--- src/rtl/ym_bus_master.sv ---
// Z80-side I/O bus master for a dual YM/AY sound chip pair.
// Queues register requests and expands each into SEL / ADDR / DATA I/O cycles.
module ym_bus_master #(
    parameter int FIFO_DEPTH = 4,
    parameter bit FM_EN      = 1'b1
) (
    input  logic        clkcpu,
    input  logic        rst_n,
    input  logic        req_valid,
    output logic        req_ready,
    input  logic        req_chip,
    input  logic        req_rd,
    input  logic [7:0]  req_reg,
    input  logic [7:0]  req_val,
    output logic [7:0]  rdata,
    output logic        rvalid,
    output logic        busy,
    output logic [15:0] a,
    output logic [7:0]  d_out,
    output logic        d_oe,
    input  logic [7:0]  d_in,
    output logic        n_iorq,
    output logic        n_rd,
    output logic        n_wr,
    output logic        n_m1,
    input  logic        n_wait
);
    localparam int          PW         = $clog2(FIFO_DEPTH);
    localparam logic [PW:0] FULL_COUNT = (PW+1)'(FIFO_DEPTH);

    typedef enum logic [2:0] {S_IDLE, S_T1, S_T2, S_TW, S_T3} busState_e;
    typedef enum logic [1:0] {P_SEL, P_ADDR, P_DATA} phase_e;
    typedef struct packed {
        logic       chip;
        logic       rd;
        logic [7:0] regNum;
        logic [7:0] val;
    } request_t;

    request_t      fifoMem [FIFO_DEPTH];
    logic [PW-1:0] wrPtr_q, rdPtr_q;
    logic [PW:0]   count_q, count_d;
    busState_e     state_q, state_d;
    phase_e        phase_q, phase_d;
    request_t      cur_q, cur_d, head;
    logic          cacheValid_q, cacheValid_d;
    logic          cacheChip_q, cacheChip_d;
    logic          push, pop, startReq;
    logic          curIsRead, nextIsRead;
    logic [15:0]   nextAddr;
    logic [7:0]    nextData;

    logic          req_ready_q, busy_q, rvalid_q, d_oe_q;
    logic          n_iorq_q, n_rd_q, n_wr_q;
    logic [7:0]    rdata_q, d_out_q;
    logic [15:0]   a_q;

    assign req_ready = req_ready_q;
    assign busy      = busy_q;
    assign rvalid    = rvalid_q;
    assign rdata     = rdata_q;
    assign a         = a_q;
    assign d_out     = d_out_q;
    assign d_oe      = d_oe_q;
    assign n_iorq    = n_iorq_q;
    assign n_rd      = n_rd_q;
    assign n_wr      = n_wr_q;
    assign n_m1      = 1'b1;

    // Sequencer next state; a new request may start from IDLE or straight out of a DATA T3.
    always_comb begin
        push         = req_valid && req_ready_q;
        head         = fifoMem[rdPtr_q];
        pop          = 1'b0;
        startReq     = 1'b0;
        state_d      = state_q;
        phase_d      = phase_q;
        cur_d        = cur_q;
        cacheValid_d = cacheValid_q;
        cacheChip_d  = cacheChip_q;
        case (state_q)
            S_IDLE: startReq = (count_q != '0);
            S_T1:   state_d = S_T2;
            S_T2:   state_d = S_TW;
            S_TW:   if (n_wait) state_d = S_T3;
            S_T3: begin
                if (phase_q != P_DATA) begin
                    phase_d = (phase_q == P_SEL) ? P_ADDR : P_DATA;
                    state_d = S_T1;
                end else if (count_q != '0) begin
                    startReq = 1'b1;
                end else begin
                    state_d = S_IDLE;
                end
            end
            default: state_d = S_IDLE;
        endcase
        if (startReq) begin
            pop     = 1'b1;
            cur_d   = head;
            state_d = S_T1;
            if (cacheValid_q && (cacheChip_q == head.chip)) begin
                phase_d = P_ADDR;
            end else begin
                phase_d      = P_SEL;
                cacheValid_d = 1'b1;
                cacheChip_d  = head.chip;
            end
        end
        count_d    = count_q + (PW+1)'(push) - (PW+1)'(pop);
        curIsRead  = (phase_q == P_DATA) && cur_q.rd;
        nextIsRead = (phase_d == P_DATA) && cur_d.rd;
        nextAddr   = (phase_d == P_DATA && !cur_d.rd) ? 16'hBFFD : 16'hFFFD;
        nextData   = cur_d.val;
        case (phase_d)
            P_SEL:   nextData = {5'b11111, ~FM_EN, 1'b1, ~cur_d.chip};
            P_ADDR:  nextData = cur_d.regNum;
            default: nextData = cur_d.val;
        endcase
    end

    always_ff @(posedge clkcpu) begin
        if (push) fifoMem[wrPtr_q] <= {req_chip, req_rd, req_reg, req_val};
    end

    // Bus outputs are set up on entry to each state and simply held through TW stalls.
    always_ff @(posedge clkcpu or negedge rst_n) begin
        if (!rst_n) begin
            state_q      <= S_IDLE;
            phase_q      <= P_SEL;
            cur_q        <= '0;
            cacheValid_q <= 1'b0;
            cacheChip_q  <= 1'b0;
            wrPtr_q      <= '0;
            rdPtr_q      <= '0;
            count_q      <= '0;
            req_ready_q  <= 1'b0;
            busy_q       <= 1'b0;
            rvalid_q     <= 1'b0;
            rdata_q      <= '0;
            a_q          <= 16'hFFFF;
            d_out_q      <= '0;
            d_oe_q       <= 1'b0;
            n_iorq_q     <= 1'b1;
            n_rd_q       <= 1'b1;
            n_wr_q       <= 1'b1;
        end else begin
            state_q      <= state_d;
            phase_q      <= phase_d;
            cur_q        <= cur_d;
            cacheValid_q <= cacheValid_d;
            cacheChip_q  <= cacheChip_d;
            if (push) wrPtr_q <= wrPtr_q + PW'(1);
            if (pop)  rdPtr_q <= rdPtr_q + PW'(1);
            count_q      <= count_d;
            req_ready_q  <= (count_d != FULL_COUNT);
            busy_q       <= (count_d != '0) || (state_d != S_IDLE);
            rvalid_q     <= 1'b0;
            if (state_q == S_T3 && curIsRead) begin
                rdata_q  <= d_in;
                rvalid_q <= 1'b1;
            end
            case (state_d)
                S_IDLE: begin
                    a_q      <= 16'hFFFF;
                    d_oe_q   <= 1'b0;
                    n_iorq_q <= 1'b1;
                    n_rd_q   <= 1'b1;
                    n_wr_q   <= 1'b1;
                end
                S_T1: begin
                    a_q      <= nextAddr;
                    d_out_q  <= nextData;
                    d_oe_q   <= !nextIsRead;
                    n_iorq_q <= 1'b1;
                    n_rd_q   <= 1'b1;
                    n_wr_q   <= 1'b1;
                end
                S_T2: begin
                    n_iorq_q <= 1'b0;
                    n_rd_q   <= !curIsRead;
                    n_wr_q   <= curIsRead;
                end
                default: ;
            endcase
        end
    end
endmodule

--- config.mk ---
export PLATFORM = sky130hd
export DESIGN_NAME = ym_bus_master
export DESIGN_NICKNAME = d
export VERILOG_FILES = /design/src/rtl/ym_bus_master.sv
export SDC_FILE = /design/constraint.sdc
export NUM_CORES = 1
export LEC_CHECK = 0
export ABC_AREA = 1
export CORE_UTILIZATION = 55
export CTS_CLUSTER_DIAMETER = 100
export DETAILED_ROUTE_END_ITERATION = 10
export PLACE_DENSITY_LB_ADDON = 0.25
export SETUP_SLACK_MARGIN = 0.4
export SLEW_MARGIN = 20
export SYNTH_ARGS = -nofsm -noshare
export SYNTH_HDL_FRONTEND = slang
export SYNTH_SLANG_ARGS = --single-unit
--- constraint.sdc ---
create_clock -name clkcpu -period 2.96 [get_ports clkcpu]
set_clock_uncertainty 0.15 [all_clocks]
set_input_delay 0.444 -clock clkcpu [delete_from_list [all_inputs] [get_ports clkcpu]]
set_output_delay 0.444 -clock clkcpu [all_outputs]
set_load 0.02 [all_outputs]
==> results.md, run 1 <==
| Item | Reported | Unit |
|:---|:---|:---|
| Status | complete, no violations | - |
| Mean routed wirelength per cell | 14.94 | um |
| Period minus WS final | 2.425 | ns |
| Overflow after GRT | 0 | - |
| Count of boundary I/O pins | 70 | - |
| Antenna fix cells | 0 | - |
| Vias | 3,659 | - |
| DRC marker count from the first detailed-route iteration | 141 | - |
| Reported max-cap violation count | 0 | - |
| Flip-flop and latch count after synthesis | 129 | - |
| Number of global-route vias before repair | 3,687 | - |
| Design area | 6610 | um2 |
| FP Rows | 35 | - |
| Fin worst setup slack | 0.5354 | ns |
| Number of buffers created by CTS | 17 | - |
| DRT Wirelength | 10.58 | mm |
| Actual transition at the worst max-transition pin | 0.7214 | ns |
| # fillers | 676 | - |
| Commonest non-fill, non-tap cell in the layout | sky130_fd_sc_hd__nand2_1 | - |
| # setup viols final | 0 | - |
| Count of placed standard cells in the final layout, fillers left out | 708 | - |
| Share of synthesized cell area in full adder, half adder and majority cells | 1.742 | % |
| Remaining antenna violation count after routing | 0 | - |
| Final max-slew violation count | 0 | - |
| Final Cycle Share | 81.91 | % |
| Number of antenna violations at the first check in global routing | 0 | - |
| Worst-skew pair later-pin latency | 0.51 | ns |
| Leakage power summed over all cells | 2.780 | nW |
| Min-delay worst type | reg -> reg | - |
| Number of cells in the design after placement | 675 | - |
| Startpoint kind of the worst setup timing path | flop | - |
| Die area | 10,330 | um2 |
| Layout overhead on the synthesized area | 21.11 | % |
| Share of final-layout standard cells stronger than drive strength 1 | 10.71 | % |
| Buffers on Ports | 54 | - |
| Sequential-to-total area share from yosys stat | 65.86 | % |
| Critical path, cell by cell | nor2_1 > nand2_1 > nand2_1 > nor2_2 > ha_1 > inv_1 > ha_1 > fa_1 > xnor2_1 > xor2_1 > nor2_1 > nand2_1 | - |
| Post-detailed-route DRC marker count | 0 | - |
| Setup TNS after final layout | 0 | ns |
| Floorplan die width | 101.6 | um |
| Endpoint class of the critical path | flop | - |
| Crit path buffers/inverters | 1 | - |
| Via density | 5.168 | - |
| Drt pass-1 iters | 4 | - |
| Simple logic cell fraction of the synthesized area | 16.51 | % |
| Sink count of the clock tree | 129 | - |
| Worst setup path category | reg -> reg | - |
| Number of distinct library cells after synthesis | 37 | - |
| Timing-limited maximum frequency | 412.4 | MHz |
| Leading cell types in the layout, fill and taps excluded | sky130_fd_sc_hd__nand2_1 (91), sky130_fd_sc_hd__edfxtp_1 (72), sky130_fd_sc_hd__nor2_1 (66) | - |
| Placed Area | 6041 | um2 |
| Compound-cell area share of the yosys netlist | 6.901 | % |
| Overall die height | 101.6 | um |
| Quantity of gates resized following cts | 0 | - |
| Final Hold Viols | 0 | - |
| TritonCTS clock tree | built | - |
| Endpoint required time on the critical path | 3.26 | ns |
| HPWL after DPL | 6.478 | mm |
| VDD IR max | 0.5233 | mV |
| Clock tree root driver cell | sky130_fd_sc_hd__clkbuf_8 | - |
| Area of the placeable core | 9415 | um2 |
| Synthesized area per cell | 10.89 | um2 |
| Post-synthesis cell count | 501 | - |
| Max_slew headroom | 51.91 | % |
| Highest fanout seen on the critical path | 3 | - |
| Final #Nets | 603 | - |
| Final estimated routing congestion in global placement | 0.7670 | - |
| Family of cells with the greatest summed delay on the critical path | adder cells | - |
| Setup repair after global routing missed its margin | no | - |
| Starting utilization of the core area | 57.97 | % |
| Global-route wire length before repair | 17.42 | mm |
| Crit path largest cell delay | 0.40 | ns |
| Largest net degree at the start of global routing | 58 | - |
| Buffer levels on the longest clock path | 2 | - |
| Total number of yosys warnings | 0 | - |
| Data arrival at the endpoint of the critical path | 2.73 | ns |
| Power per Cell Area | 1114 | nW/um2 |
| H-tree depth | 4 | - |
| Summed instance area of the synthesized netlist | 5458 | um2 |
| Share of the synthesized netlist area taken by xor and xnor gates | 0.8024 | % |
| Mux share of post-synthesis cell area | 0.3668 | % |
| Critical path's most frequent cell | sky130_fd_sc_hd__nand2_1 | - |
| Clock-pin slew on the worst setup and hold paths | 0.06 | ns |
| Critical Path Slowest Stage Cell | sky130_fd_sc_hd__dfrtp_1 | - |
| Setup slack at placement | 0.3051 | ns |
| Dominant combinational cell family by area after synthesis | simple AND/OR/NAND/NOR gates | - |
| Total global-route track usage | 23.02 | % |
[Yosys cell counts]
cell type / number / area, um2
sky130_fd_sc_hd__mux2i_1: 2 / 20.02
sky130_fd_sc_hd__or2_1: 6 / 37.54
sky130_fd_sc_hd__nor2_1: 66 / 247.7
sky130_fd_sc_hd__buf_2: 6 / 30.03
sky130_fd_sc_hd__nand3_2: 1 / 10.01
sky130_fd_sc_hd__nand3_4: 1 / 17.52
sky130_fd_sc_hd__o211ai_1: 1 / 7.510
sky130_fd_sc_hd__nor2_2: 3 / 18.77
sky130_fd_sc_hd__inv_2: 2 / 7.510
sky130_fd_sc_hd__conb_1: 1 / 3.750
sky130_fd_sc_hd__o21ai_1: 9 / 45.04
sky130_fd_sc_hd__nand4_4: 1 / 21.27
sky130_fd_sc_hd__nand2_2: 3 / 18.77
sky130_fd_sc_hd__nor3_1: 2 / 10.01
sky130_fd_sc_hd__nand4_1: 4 / 25.02
sky130_fd_sc_hd__inv_4: 2 / 12.51
sky130_fd_sc_hd__clkbuf_1: 1 / 3.750
sky130_fd_sc_hd__fa_1: 1 / 20.02
sky130_fd_sc_hd__clkbuf_2: 1 / 5.000
sky130_fd_sc_hd__inv_1: 45 / 168.9
sky130_fd_sc_hd__xor2_1: 4 / 35.03
sky130_fd_sc_hd__nor2_4: 1 / 11.26
sky130_fd_sc_hd__nand2_1: 91 / 341.6
sky130_fd_sc_hd__o22ai_1: 7 / 43.79
sky130_fd_sc_hd__or2_2: 1 / 6.260
sky130_fd_sc_hd__o21ai_0: 44 / 220.2
sky130_fd_sc_hd__ha_1: 6 / 75.07
sky130_fd_sc_hd__xnor2_1: 1 / 8.760
sky130_fd_sc_hd__dfstp_2: 5 / 131.4
sky130_fd_sc_hd__a21oi_1: 12 / 60.06
sky130_fd_sc_hd__nand3_1: 19 / 95.09
sky130_fd_sc_hd__buf_6: 4 / 45.04
sky130_fd_sc_hd__nand2_4: 3 / 33.78
sky130_fd_sc_hd__edfxtp_1: 72 / 2162
sky130_fd_sc_hd__dfrtp_1: 52 / 1301
sky130_fd_sc_hd__nor4_1: 1 / 6.260
sky130_fd_sc_hd__buf_4: 20 / 150.1
[metrics by stage]
stage               hold slack [ns]  util (%)  total power [W]
floorplan                 -0.001591         -         0.004666
global placement             0.2953     64.16         0.005287
detailed placement           0.3079     64.16         0.005404
CTS                          0.3140     70.21         0.007402
global route                 0.3338     70.21         0.007880
finish                       0.3197     70.21         0.007363
[power breakdown]
group / internal [W] / switching, W / leakage, nW
Sequential: 0.00247 / 0.000232 / 1.30
Combinational: 0.000946 / 0.00177 / 1.22
Clock: 0.00119 / 0.000750 / 0.258
[kinds of logic (layout without fill, tap and decap cells)]
kind of cell               count (synthesis)  count (layout)
adders and majority gates                  7               7
DFF                                      129             129
and+or+nand+nor                          203             203
AOI/OAI and AO/OA                         73              73
buffers and inverters                     81             145
muxes                                      2               2
xor gates and xnor gates                   5               5
other                                      1              15
[path summary, 6_finish.rpt]
check	slack, ns	start	end	cells after the start
hold / removal	0.32	a[1]	a[1]	2
setup / recovery	0.54	count_q[2]	busy	12
hold reg to reg	0.32	a[1]	a[1]	2
min in group asynchronous	0.45	rst_n	count_q[2]	3
max in group asynchronous	1.72	rst_n	rdata[5]	3
setup reg to reg	0.54	count_q[2]	busy	12
[metal layers]
metal | vias to the layer above | GRT usage, % | part of all wire [%]
li1 | 1753 | - | -
met1 | 1770 | 29.10 | 44
met2 | 120 | 38.36 | 49
met3 | 16 | 5.590 | 5.9
met4 | 0 | 9.253 | 1.3
met5 | - | 0 | 0
[state kept, by name, summed over array words and instances (netlist names), 2 cells and up]
name and cells:
a 2, count_q 3, cur_q 18, d_out 8, fifoMem 72, phase_q 2, rdPtr_q 2, rdata 8
state_q 3, wrPtr_q 2
[tightest hold or removal path, delay by kind of cell, from the launching register on]
family | cells | cell delay, ns
DFF | 1 | 0.37
and+or+nand+nor | 2 | 0.10
[area by class of cell]
| type | instances | area (um2) | area share (%) |
|---|---|---|---|
| Clock buffer | 18 | 417.9 | 6.322 |
| Clock inverter | 14 | 141.4 | 2.139 |
| Inverter | 49 | 188.9 | 2.858 |
| Multi-Input combinational cell | 305 | 1493 | 22.58 |
| Sequential cell | 129 | 3595 | 54.38 |
| Tap cell | 129 | 161.4 | 2.442 |
| Timing Repair Buffer | 64 | 613.1 | 9.275 |
[repair_timing]
action / 4_1_cts / 5_1_grt
endpoints found under the hold margin: 52 / 0
setup buffers: 0 / 0
hold buffers: 1 / 0
endpoints found under the setup margin: 0 / 0
No activity file was read; power rests on OpenSTA's default activity.
==> run 2, diff against run 1 <==
--- a/config.mk
+++ b/config.mk
@@ -6,7 +6,7 @@
 export NUM_CORES = 1
 export LEC_CHECK = 0
 export ABC_AREA = 1
-export CORE_UTILIZATION = 55
+export CORE_UTILIZATION = 50
 export CTS_CLUSTER_DIAMETER = 100
 export DETAILED_ROUTE_END_ITERATION = 10
 export PLACE_DENSITY_LB_ADDON = 0.25
==> constraint.sdc (replaced) <==
create_clock -name clkcpu -period 2.1 [get_ports clkcpu]
set_clock_uncertainty 0.15 [all_clocks]
set_input_delay 0.315 -clock clkcpu [delete_from_list [all_inputs] [get_ports clkcpu]]
set_output_delay 0.315 -clock clkcpu [all_outputs]
set_load 0.02 [all_outputs]
==> results.md, run 2 (synthesized netlist as in run 1, its figures left out) <==
| Item | Reported | Unit |
|:---|:---|:---|
| Fin worst setup slack | -0.1950 | ns |
| Worst reg2reg startpoint | count_q[2] | - |
| Startpoint kind of the worst setup timing path | flop | - |
| DRC marker count from the first detailed-route iteration | 224 | - |
| Number of antenna violations at the first check in global routing | 0 | - |
| Mean routed wirelength per cell | 16.39 | um |
| Buffers on Ports | 54 | - |
| FF+latch area | 3596 | um2 |
| Area of the placeable core | 10,460 | um2 |
| H-tree depth | 4 | - |
| Area used by multi-input combinational logic | 1841 | um2 |
| WHS | 0.1751 | ns |
| Remaining antenna violation count after routing | 0 | - |
| Setup repair after global routing missed its margin | yes | - |
| Total global-route track usage | 22.38 | % |
| Die area | 11,340 | um2 |
| FP Rows | 37 | - |
| VDD IR max | 0.7143 | mV |
| Final max-slew violation count | 0 | - |
| Top register by number of flip-flops | fifoMem | - |
| Power per Cell Area | 1692 | nW/um2 |
| Endpoint required time on the critical path | 2.35 | ns |
| Clock tree root driver cell | sky130_fd_sc_hd__clkbuf_8 | - |
| Global-route wire length before repair | 19.15 | mm |
| Period minus WS final | 2.295 | ns |
| Post-Route Utilization | 71.23 | % |
| Data arrival at the endpoint of the critical path | 2.54 | ns |
| Registers with the highest flip-flop counts | fifoMem x72, cur_q x18 | - |
| Status | finished with violations | - |
| # fillers | 718 | - |
| Timing-limited maximum frequency | 435.7 | MHz |
| Floorplan die width | 106.5 | um |
| Final #Nets | 647 | - |
| Count of boundary I/O pins | 70 | - |
| Via density | 5.142 | - |
| Violations in the final reports | setup timing | - |
| Final estimated routing congestion in global placement | 0.7828 | - |
| Buffer levels on the longest clock path | 2 | - |
| Leading cell types in the layout, fill and taps excluded | sky130_fd_sc_hd__nand2_1 (72), sky130_fd_sc_hd__edfxtp_1 (72), sky130_fd_sc_hd__nor2_1 (64) | - |
| Reported max-cap violation count | 0 | - |
| Largest net degree at the start of global routing | 58 | - |
| Number of flip-flops in the largest register | 72 | - |
| Antenna fix cells | 0 | - |
| Max_slew headroom | 58.16 | % |
| R2r setup slk | -0.20 | ns |
| Drt pass-1 iters | 4 | - |
| End of the worst register-to-register path | busy | - |
| DRT Wirelength | 12.44 | mm |
| HPWL after DPL | 6.561 | mm |
| Vias | 3,903 | - |
| Endpoint class of the critical path | flop | - |
| Number of global-route vias before repair | 3,889 | - |
| Post-detailed-route DRC marker count | 0 | - |
| Highest fanout seen on the critical path | 3 | - |
| Starting utilization of the core area | 52.16 | % |
| TritonCTS clock tree | built | - |
| Clock-pin slew on the worst setup and hold paths | 0.06 | ns |
| Final Cycle Share | 109.3 | % |
| Actual transition at the worst max-transition pin | 0.6211 | ns |
| Path depth of the worst reg2reg path | 12 | - |
| Overflow after GRT | 0 | - |
| Share of final-layout standard cells stronger than drive strength 1 | 28.09 | % |
| Worst setup path category | reg -> reg | - |
| Final Hold Viols | 0 | - |
| Power after layout | 0.01261 | W |
| Overall die height | 106.5 | um |
| Sink count of the clock tree | 129 | - |
| Layout overhead on the synthesized area | 36.54 | % |
| Min-delay worst type | in -> async | - |
| Leakage power summed over all cells | 3.122 | nW |
| # setup viols final | 4 | - |
| Worst-skew pair later-pin latency | 0.51 | ns |
| Number of buffers created by CTS | 17 | - |
[run 2: cell types whose count changed in the layout (fill, tap and decap cells not counted), sizes merged, moves of 3 or more]
cell           change
clkbuf             +4
clkdlybuf4s15     +14
inv                +4
clkdlybuf4s50     -25
clkinvlp           -3
buf               +47
[run 2: power breakdown]
part           total [W]  internal (W)  switching, W
Sequential       0.00382       0.00349      0.000328
Clock            0.00283       0.00171       0.00113
Combinational    0.00596       0.00242       0.00354
Total             0.0126       0.00762       0.00500
[run 2: final cells by class]
type	count	share of cell area, %
sequential	129	48.25
clock inverter	14	2.099
multi-input combinational	307	24.70
tap	136	2.283
timing repair buffer	106	14.39
clock buffer	18	5.608
inverter	49	2.670
[run 2: critical path, stage by stage, from the launching register on]
cell	delay, ns
sky130_fd_sc_hd__dfrtp_1	0.39
sky130_fd_sc_hd__nor2_2	0.13
sky130_fd_sc_hd__nand2_2	0.08
sky130_fd_sc_hd__nand2_2	0.09
sky130_fd_sc_hd__nor2_4	0.05
sky130_fd_sc_hd__ha_4	0.26
sky130_fd_sc_hd__inv_2	0.04
sky130_fd_sc_hd__ha_4	0.15
sky130_fd_sc_hd__fa_2	0.38
sky130_fd_sc_hd__xnor2_2	0.15
sky130_fd_sc_hd__xor2_2	0.16
sky130_fd_sc_hd__nor2_1	0.10
sky130_fd_sc_hd__nand2_1	0.06
[run 2: per-stage QoR]
stage | area [um2] | std cells | setup TNS [ns] | setup WS, ns
6_report | 7452 | 759 | -0.4411 | -0.1950
5_1_grt | 7452 | 759 | -1.071 | -0.3371
4_1_cts | 7147 | 747 | -0.4363 | -0.1763
3_5_place_dp | 6265 | 697 | -1.062 | -0.3912
3_3_place_gp | 6265 | 697 | -0.8787 | -0.3278
2_1_floorplan | 5542 | 515 | -0.5621 | -0.2244
[run 2: worst max path at each step]
stage	startpoint	endpoint	slack (ns)	cells after the start
after detailed placement	req_valid	req_ready	-0.39	9
final	count_q[2]	busy	-0.20	12
after global routing	count_q[2]	busy	-0.34	12
after global placement	req_valid	busy	-0.33	10
after CTS	count_q[0]	busy	-0.18	12
after floorplan	count_q[0]	busy	-0.22	13
[run 2: what timing repair did]
action | in CTS | in global routing
resized for setup | 92 | 74
pin swaps | 15 | 24
endpoints found under the setup margin | 39 | 49
hold endpoints to repair | 57 | 0
hold buffers | 1 | 0
gates cloned | 2 | 1
setup buffers | 15 | 11
[run 2: layer usage]
metal	vias to the layer above	part of all wire, %	track usage (%)
li1	1850	-	-
met1	1865	40	27.78
met2	153	51	37.57
met3	35	5.9	5.150
met4	0	3.0	9.687
met5	-	0	0
